--- src/rtl/prio_enc8_ack_pkg.sv ---
// Shared definitions for the 8-to-3 acknowledged priority encoder.
//   state_t  : presentation FSM state (IDLE, HOLD)
//   N_REQ    : number of request lines
//   IDX_W    : width of the encoded index
//   A_L_IDLE : A_L value when no code is presented
package prio_enc8_ack_pkg;

  typedef enum logic {
    IDLE = 1'b0,
    HOLD = 1'b1
  } state_t;

  localparam int N_REQ = 8;
  localparam int IDX_W = 3;

  localparam logic [IDX_W-1:0] A_L_IDLE = 3'b111;

endpackage

--- src/rtl/prio_enc8_comb.sv ---
// Combinational highest-set-bit finder.
//   req : request vector, active-high, bit N_REQ-1 has highest priority
//   idx : index of the highest set bit (0 when none set)
//   any : at least one bit of req is set
module prio_enc8_comb
  import prio_enc8_ack_pkg::*;
(
  input  logic [N_REQ-1:0] req,
  output logic [IDX_W-1:0] idx,
  output logic             any
);

  // Ascending scan: the last set bit seen is the highest one.
  always_comb begin
    idx = '0;
    any = |req;
    for (int i = 0; i < N_REQ; i++) begin
      if (req[i]) idx = IDX_W'(i);
    end
  end

endmodule

--- src/rtl/prio_enc8_ack.sv ---
// Registered 8-to-3 priority encoder with active-low requests and an
// acknowledge handshake. Request events are latched into a pending
// register; the highest pending line is presented and held until ACK.
//   clk     : system clock, rising edge
//   rst     : asynchronous reset, active-high
//   I_L     : request lines, active-low, asynchronous to clk
//   EI_L    : enable in, active-low
//   ACK     : consumer accepts the presented code
//   CLR_OVR : clears OVR
//   A_L     : presented index, active-low
//   GS_L    : group select, active-low, low while A_L is valid
//   EO_L    : enable out, active-low, low when enabled and idle/empty
//   OVR     : sticky overflow, a request hit an already pending line
//
// state | meaning
// IDLE  | nothing presented, waiting for a pending bit with EI_L low
// HOLD  | code on A_L held stable until ACK
module prio_enc8_ack
  import prio_enc8_ack_pkg::*;
#(
  parameter bit EDGE_MODE = 1'b1
) (
  input  logic             clk,
  input  logic             rst,
  input  logic [N_REQ-1:0] I_L,
  input  logic             EI_L,
  input  logic             ACK,
  input  logic             CLR_OVR,
  output logic [IDX_W-1:0] A_L,
  output logic             GS_L,
  output logic             EO_L,
  output logic             OVR
);

  logic [N_REQ-1:0] s1, s2;
  logic [N_REQ-1:0] pend, pend_next;
  logic [N_REQ-1:0] ev, set_vec, clr_vec;
  logic [IDX_W-1:0] top_idx;
  logic             top_any;
  logic             fire;
  logic             ovr_hit;
  state_t           state, state_next;

  prio_enc8_comb u_enc (
    .req (pend),
    .idx (top_idx),
    .any (top_any)
  );

  assign ev      = EDGE_MODE ? (s2 & ~s1) : ~s1;
  assign set_vec = ev & {N_REQ{~EI_L}};
  assign fire    = (state == HOLD) && ACK;

  // In HOLD, A_L carries the inverted index of the presented line.
  always_comb begin
    clr_vec = '0;
    if (fire) clr_vec[~A_L] = 1'b1;
  end

  // Set beats clear on the same bit.
  assign pend_next = (pend & ~clr_vec) | set_vec;

  // Level mode re-asserts the line every cycle, so the cycle that
  // consumes a bit must not count its own re-set as an overflow.
  assign ovr_hit = |(set_vec & pend & (EDGE_MODE ? {N_REQ{1'b1}} : ~clr_vec));

  always_comb begin
    state_next = state;
    case (state)
      IDLE:    if (top_any && !EI_L) state_next = HOLD;
      HOLD:    if (ACK) state_next = IDLE;
      default: state_next = IDLE;
    endcase
  end

  always_ff @(posedge clk or posedge rst) begin
    if (rst) begin
      s1    <= '1;
      s2    <= '1;
      pend  <= '0;
      state <= IDLE;
      A_L   <= A_L_IDLE;
      GS_L  <= 1'b1;
      EO_L  <= 1'b1;
      OVR   <= 1'b0;
    end else begin
      s1    <= I_L;
      s2    <= s1;
      pend  <= pend_next;
      state <= state_next;
      EO_L  <= ~(~EI_L && (pend_next == '0) && (state_next == IDLE));

      if (ovr_hit)      OVR <= 1'b1;
      else if (CLR_OVR) OVR <= 1'b0;

      case (state)
        IDLE: begin
          if (state_next == HOLD) begin
            A_L  <= ~top_idx;
            GS_L <= 1'b0;
          end
        end
        HOLD: begin
          if (ACK) begin
            A_L  <= A_L_IDLE;
            GS_L <= 1'b1;
          end
        end
        default: begin
          A_L  <= A_L_IDLE;
          GS_L <= 1'b1;
        end
      endcase
    end
  end

endmodule

--- config.mk ---
export PLATFORM = sky130hd
export DESIGN_NAME = prio_enc8_ack
export DESIGN_NICKNAME = d
export VERILOG_FILES = /design/src/rtl/prio_enc8_ack_pkg.sv /design/src/rtl/prio_enc8_comb.sv /design/src/rtl/prio_enc8_ack.sv
export SDC_FILE = /design/constraint.sdc
export NUM_CORES = 1
export LEC_CHECK = 0
export ABC_AREA = 1
export BUFFER_PORTS_ARGS = -buffer_cell sky130_fd_sc_hd__buf_2
export CAP_MARGIN = 20
export CORE_AREA = 3 3 53 55
export DETAILED_ROUTE_END_ITERATION = 7
export DIE_AREA = 0 0 56 58
export GPL_ROUTABILITY_DRIVEN = 0
export GPL_TIMING_DRIVEN = 0
export PLACE_DENSITY = 0.75
export SETUP_SLACK_MARGIN = 0.15
export SLEW_MARGIN = 20
export SYNTH_ARGS = -nofsm -noshare
export SYNTH_HDL_FRONTEND = slang
export SYNTH_SLANG_ARGS = --single-unit
--- constraint.sdc ---
create_clock -name clk -period 2.8 [get_ports clk]
set_clock_uncertainty 0.15 [all_clocks]
set_input_delay 0.56 -clock clk [delete_from_list [all_inputs] [get_ports clk]]
set_output_delay 0.56 -clock clk [all_outputs]
set_load 0.005 [all_outputs]
==> flow_summary.ini, run 1 <==
[sta]
finalCritPeriodShare = 0.635
drv_slew = 0
fin_crit_ns = 1.78
maxSlewHeadroom = 0.593
finalSetupViolCount = 0
rsz0062_at_grt = false
final.setup.tns_ns = 0
holdWs_ns = 0.149
tightest_slew_ns = 0.609
fmax_mhz = 563
hold_viol = 0

[logic_synthesis]
synth_top_family_by_area = simple AND/OR/NAND/NOR gates
syn_area_mm2 = 0.00129
yosysSeqAreaShare = 0.619
synth_xor_area_frac = 0
synthesis.nets = 152
yosys.area_share.simple = 0.220
ys_seq_elements = 31
yosysWarnings = 0
ys_types = 21
syn_avg_cell_area_um2 = 9.32
synth_mux_area_frac = 0
synth_compound_gate_area_share = 0.0841
synth_cells = 139
synthAdderAreaFrac = 0

[floorplan]
dieWidth_um = 56
ioPinCount = 19
die_y_um = 58
rows = 18
die_area_mm2 = 0.00325
initial_core_util = 0.532
coreArea_mm2 = 0.00243

[detailed_routing]
drtIter0Drc = 28
avgViaCountPerCell = 4.73
met1_length_um = 1020
first_pass_iters = 4
wl_met2_um = 1020
drc_errors = 0
wl_um = 2220
ant_nets = 0
vias = 917
routed-wl-met3_um = 152
dr.max_layer_used = met4
routedWlPerCell_um = 11.5

[global_route]
grt_max_degree = 32
grt_pass1_vias = 949
grt-ovfl-total = 0
grt_use_total = 0.167
antenna_found_initial = 0
grt_pass1_wl_um = 4040

[cts]
hold_buffers = 0
postCtsSetupBuffers = 0
cts_tree = done
cts_max_level = 2
clock_latency_ns = 0.32
ctsResizeCount = 0
cts_sinks = 31
cts.clk_slew.worst_paths_ns = 0.09
cts_root_buf = clkbuf_4
clockBufferDepth = 2
cts-buffers-inserted = 5

[finish]
drive_gt1_frac = 0.354
diodes = 0
nNetsFinal = 176
syn_to_final_growth_pct = 13.3

[min_path]
hp-class = input pin to async pin

[placement]
dpl.hpwl_um = 1660
port_buffers = 17

[worst_setup_path]
path_depth = 1
slowest_delay_ns = 0.61
worstPathMaxFanout = 7
path_cells = buf_2
crit_buf_inv = 1
criticalPathCategory = flop to output pin
critPathCaptureType = output pin
cp_slowest_cell = dfstp_2
cp.arrival_ns = 1.07
worstSetupStartpointType = flop
cp_top_family = flip-flops
required_ns = 2.09
ff2ff_path_depth = 7

[power_and_ir_drop]
p_leak_nw = 0.701
ir_drop_mv = 0.495
p_per_area_mw_per_mm2 = 700

[outcome]
status = complete, no violations

[run]
maxCapViolations = 0
==> cell usage in the layout, fill, tap and decap left out <==
| cell | n |
|---|---|
| a21oi_1 | 7 |
| a21oi_2 | 2 |
| buf_2 | 18 |
| clkbuf_1 | 2 |
| clkbuf_4 | 5 |
| clkinv_2 | 1 |
| dfrtp_1 | 10 |
| dfstp_2 | 21 |
| inv_1 | 22 |
| inv_2 | 3 |
| nand2_1 | 26 |
| nand2_2 | 3 |
| nand3_1 | 7 |
| nand3b_1 | 1 |
| nor2_1 | 22 |
| nor2_2 | 2 |
| nor2_4 | 1 |
| nor3b_1 | 1 |
| nor3b_2 | 1 |
| o211a_1 | 1 |
| o21ai_0 | 3 |
| o21ai_1 | 3 |
| o21ai_2 | 1 |
| o21bai_1 | 1 |
==> kinds of logic (layout without fill, tap and decap cells) <==
family / Yosys count / after routing
DFF: 31 / 31
buffers and inverters: 26 / 51
and+or+nand+nor: 64 / 64
AOI/OAI and AO/OA: 18 / 18
==> routing by layer <==
metal | vias up | track usage
met2 | 23 | 0.252
li1 | 474 | -
met4 | 0 | 0.0508
met1 | 418 | 0.212
met3 | 2 | 0.0846
met5 | - | 0
==> worst paths after layout <==
| kind | start | end | slack (ns) |
|---|---|---|---|
| max in group asynchronous | rst | pend[3]$_DFF_PP0_ | 1.95 |
| setup / recovery | A_L[2]$_DFFE_PP1P_ | A_L[2] | 1.02 |
| min in group clk | I_L[7] | s1[7]$_DFF_PP1_ | 0.17 |
| hold reg to reg | s1[2]$_DFF_PP1_ | s2[2]$_DFF_PP1_ | 0.22 |
| hold / removal | rst | OVR$_DFFE_PP0P_ | 0.15 |
| setup reg to reg | A_L[0]$_DFFE_PP1P_ | EO_L$_DFF_PP1_ | 1.26 |
==> flip-flops by register name, indices dropped and copies added (netlist names) <==
signal	flops
A_L	3
EO_L	1
GS_L	1
OVR	1
pend	8
s1	8
s2	8
state	1
==> report_power, final <==
group          internal (mW)  switching [mW]  leakage, nW
Sequential             0.532          0.0593        0.322
Combinational         0.0769           0.123        0.349
Clock                 0.0977           0.140       0.0293
Total                  0.706           0.322        0.701
==> stage by stage <==
step / setup slack, ns / power [mW] / area, µm² / cells / util
2_1_floorplan: 1.38 / 0.728 / 1290 / 139 / -
3_3_place_gp: 1.09 / 0.785 / 1420 / 186 / 0.583
3_5_place_dp: 1.03 / 0.798 / 1420 / 186 / 0.583
4_1_cts: 0.999 / 1.04 / 1470 / 194 / 0.603
5_1_grt: 0.954 / 1.11 / 1470 / 194 / 0.603
6_report: 1.02 / 1.03 / 1470 / 194 / 0.603
==> cell type report <==
type	count	area, µm²
Buffer	1	5.00
Clock buffer	7	45.0
Clock inverter	1	5.00
Fill cell	211	965
Inverter	25	93.8
Multi-Input combinational cell	82	394
Sequential cell	31	802
Tap cell	30	37.5
Timing Repair Buffer	17	85.1
==> synthesized netlist by cell type (all sizes together) <==
cell / count / area (µm²)
o21bai: 1 / 7.51
buf: 1 / 5.00
a21oi: 9 / 52.6
nor2: 25 / 106
nand3: 7 / 35.0
nand2: 29 / 116
o211a: 1 / 10.0
dfstp: 21 / 552
o21ai: 7 / 38.8
nand3b: 1 / 7.51
nor3b: 2 / 20.0
dfrtp: 10 / 250
inv: 25 / 93.8
Power figures use the tool's default switching activity.
==> run 2: changes to the inputs <==
- ABC_AREA: 1 -> 0
- PLACE_DENSITY: 0.75 -> 0.73
- clock period: 2.8 -> 1.8 ns (I/O delays scaled with it)
==> run 2 against run 1 <==
The flow now finishes with violations (setup timing). Critical path depth rose by 4. Combinational power grew 120%. Core utilization increased by 13 points. Sequential share of layout area is 9.7 points lower. Hold slack better by 0.045 ns. Final cell count rose by 0.52%. Wire length grew 27%. Global-route usage grew 2.0 points. Design area up 22%. Sequential power up 49%. Via count increased by 10%. Largest cell class unchanged.
==> flow_summary.ini, run 2 <==
[cts]
cts.clk_slew.worst_paths_ns = 0.11
clockBufferDepth = 2
cts_tree = done
cts_sinks = 31
cts-buffers-inserted = 5
cts_root_buf = clkbuf_4
cts_max_level = 2
clock_latency_ns = 0.34

[sta]
fmax_mhz = 457
finalSetupViolCount = 5
rsz0062_at_grt = true
tightest_slew_ns = 0.605
drv_slew = 0
finalCritPeriodShare = 1.22
final.setup.tns_ns = -1.07
hold_viol = 0
maxSlewHeadroom = 0.596
fin_crit_ns = 2.19
finalWorstSetupSlack_ns = -0.390

[global_route]
antenna_found_initial = 0
grt_util_met3 = 0.0468
grt_pass1_vias = 977
grt_pass1_wl_um = 4400
grt_use_met2 = 0.309
grt_use_total = 0.187
use_met1 = 0.217
grt_max_degree = 32
grt-ovfl-total = 0
busiest_layer = met2

[logic_synthesis]
yosysTopAreaCellShare = 0.441
yosysWarnings = 0
syn_area_mm2 = 0.00125
synth_most_common_cell = dfstp_2
ys_types = 29
synth_area_leader_cell = dfstp_2
syn_avg_cell_area_um2 = 11.6
synthesis.nets = 121
async_flop_share = 1.00
ys_seq_elements = 31
ys.flop_type = dfstp_2
synth_cells = 108
synth.top_cells.by_area = dfstp_2 (44%), dfrtp_1 (20%), o21ai_0 (4.0%)
synth-edff-count = 0
yosysSeqAreaShare = 0.642
synthTopCellsByCount = dfstp_2 (21), nand2_1 (11), dfrtp_1 (10), o21ai_0 (10), nor2_1 (8)

[detailed_routing]
drtIter0Drc = 25
avgViaCountPerCell = 5.19
routedWlPerCell_um = 14.4
wl_um = 2810
drc_errors = 0
ant_nets = 0
vias = 1012
first_pass_iters = 4

[power_and_ir_drop]
p_leak_nw = 0.780
p_clk_frac = 0.264
p_per_area_mw_per_mm2 = 1010
p_sw_uw = 521
swShare = 0.289
pwr-share-seq = 0.489
ir_drop_mv = 0.674
pwr-share-comb = 0.247
total_power_mw = 1.80
internal-power_mw = 1.28

[worst_setup_path]
critPathCaptureType = flop
ff2ff_path_depth = 5
cp.arrival_ns = 2.31
criticalPathCategory = flop to flop
required_ns = 1.92
worstSetupStartpointType = flop
worstPathMaxFanout = 4

[finish]
final_cell_mix = dfstp_2 (21), buf_2 (18), buf_4 (15)
final_common_cell = dfstp_2
nNetsFinal = 177
diodes = 0
fin_area_mm2 = 0.00179
syn_to_final_growth_pct = 43.0
final-instance-count-excl-fill = 195
n_fill_cell = 182
biggestRegsByFlops = pend (8), s1 (8), s2 (8)
drive_gt1_frac = 0.503

[outcome]
status = complete, but fails checks
failed_checks = setup timing

[placement]
dpl.hpwl_um = 1610
dpl.cell_count = 156
post_dp_cell_area_mm2 = 0.00138
port_buffers = 18
place_ws_ns = -0.528

[min_path]
min_path_cells = 4
hp-class = input pin to flop

[floorplan]
initial_core_util = 0.514
die_area_mm2 = 0.00325
ioPinCount = 19
coreArea_mm2 = 0.00243
rows = 18
dieWidth_um = 56
die_y_um = 58

[run]
maxCapViolations = 0
[run 2: changes by cell type after synthesis, sizes merged, moves of 4 or more]
cell / previous run / this run
nand2b: 0 / 5
a211oi: 0 / 4
nand3: 7 / 2
nor2: 25 / 8
nand2: 29 / 11
o21ai: 7 / 12
inv: 25 / 6
[run 2: per-stage QoR]
stage,util,hold WS [ns]
final,0.735,0.194
after floorplan,-,0.201
after global placement,0.569,0.205
after detailed placement,0.569,0.207
after CTS,0.703,0.141
after global routing,0.735,0.211
[run 2: final cells by class]
type / count / area, µm² / share of cell area
timing repair buffer: 49 / 378 / 0.211
clock buffer: 7 / 65.1 / 0.0364
clock inverter: 1 / 7.51 / 0.00420
buffer: 2 / 16.3 / 0.00910
sequential: 31 / 803 / 0.449
multi-input combinational: 69 / 458 / 0.256
inverter: 6 / 22.5 / 0.0126
tap: 30 / 37.5 / 0.0210
[run 2: kinds of logic (layout without fill, tap and decap cells)]
| kind of cell | Yosys count | after routing | synth area share |
|---|---|---|---|
| and+or+nand+nor | 38 | 38 | 0.179 |
| AOI/OAI and AO/OA | 31 | 31 | 0.153 |
| buffers and inverters | 8 | 65 | 0.0260 |
| DFF | 31 | 31 | 0.642 |
[run 2: critical path, cell delays in order, from the launching register on]
cell and delay, ns:
dfstp_2 0.41, nand3b_1 0.21, o21ai_1 0.18, nand2_1 0.10
or4_4 0.55, or4_4 0.52
[run 2: repair_timing]
action | in CTS | in global routing
pin swaps | 11 | 5
setup endpoints to repair | 6 | 10
gates resized for setup | 11 | 11
hold buffers | 8 | 1
hold endpoints to repair | 8 | 10
buffers inserted | 19 | 3
[run 2: final timing paths]
path,endpoint,start,slack (ns)
setup / recovery,EO_L$_DFF_PP1_,A_L[2]$_DFFE_PP1P_,-0.39
hold / removal,OVR$_DFFE_PP0P_,CLR_OVR,0.19
setup reg to reg,EO_L$_DFF_PP1_,A_L[2]$_DFFE_PP1P_,-0.39
hold reg to reg,s2[7]$_DFF_PP1_,s1[7]$_DFF_PP1_,0.22
max in group asynchronous,pend[4]$_DFF_PP0_,rst,0.59
min in group asynchronous,pend[3]$_DFF_PP0_,rst,0.47
[run 2: metal layers]
metal,wire (µm),share of wire
met1,1220,0.43
met2,1430,0.51
met3,115,0.041
met4,47,0.017
met5,0,0
[run 2: power by group through the flow]
stage	logic (mW)	registers, mW	clock network, mW
after floorplan	0.161	0.878	0
after global placement	0.231	0.892	0
after detailed placement	0.237	0.896	0
after CTS	0.383	0.876	0.492
after global routing	0.484	0.895	0.512
final	0.445	0.882	0.477
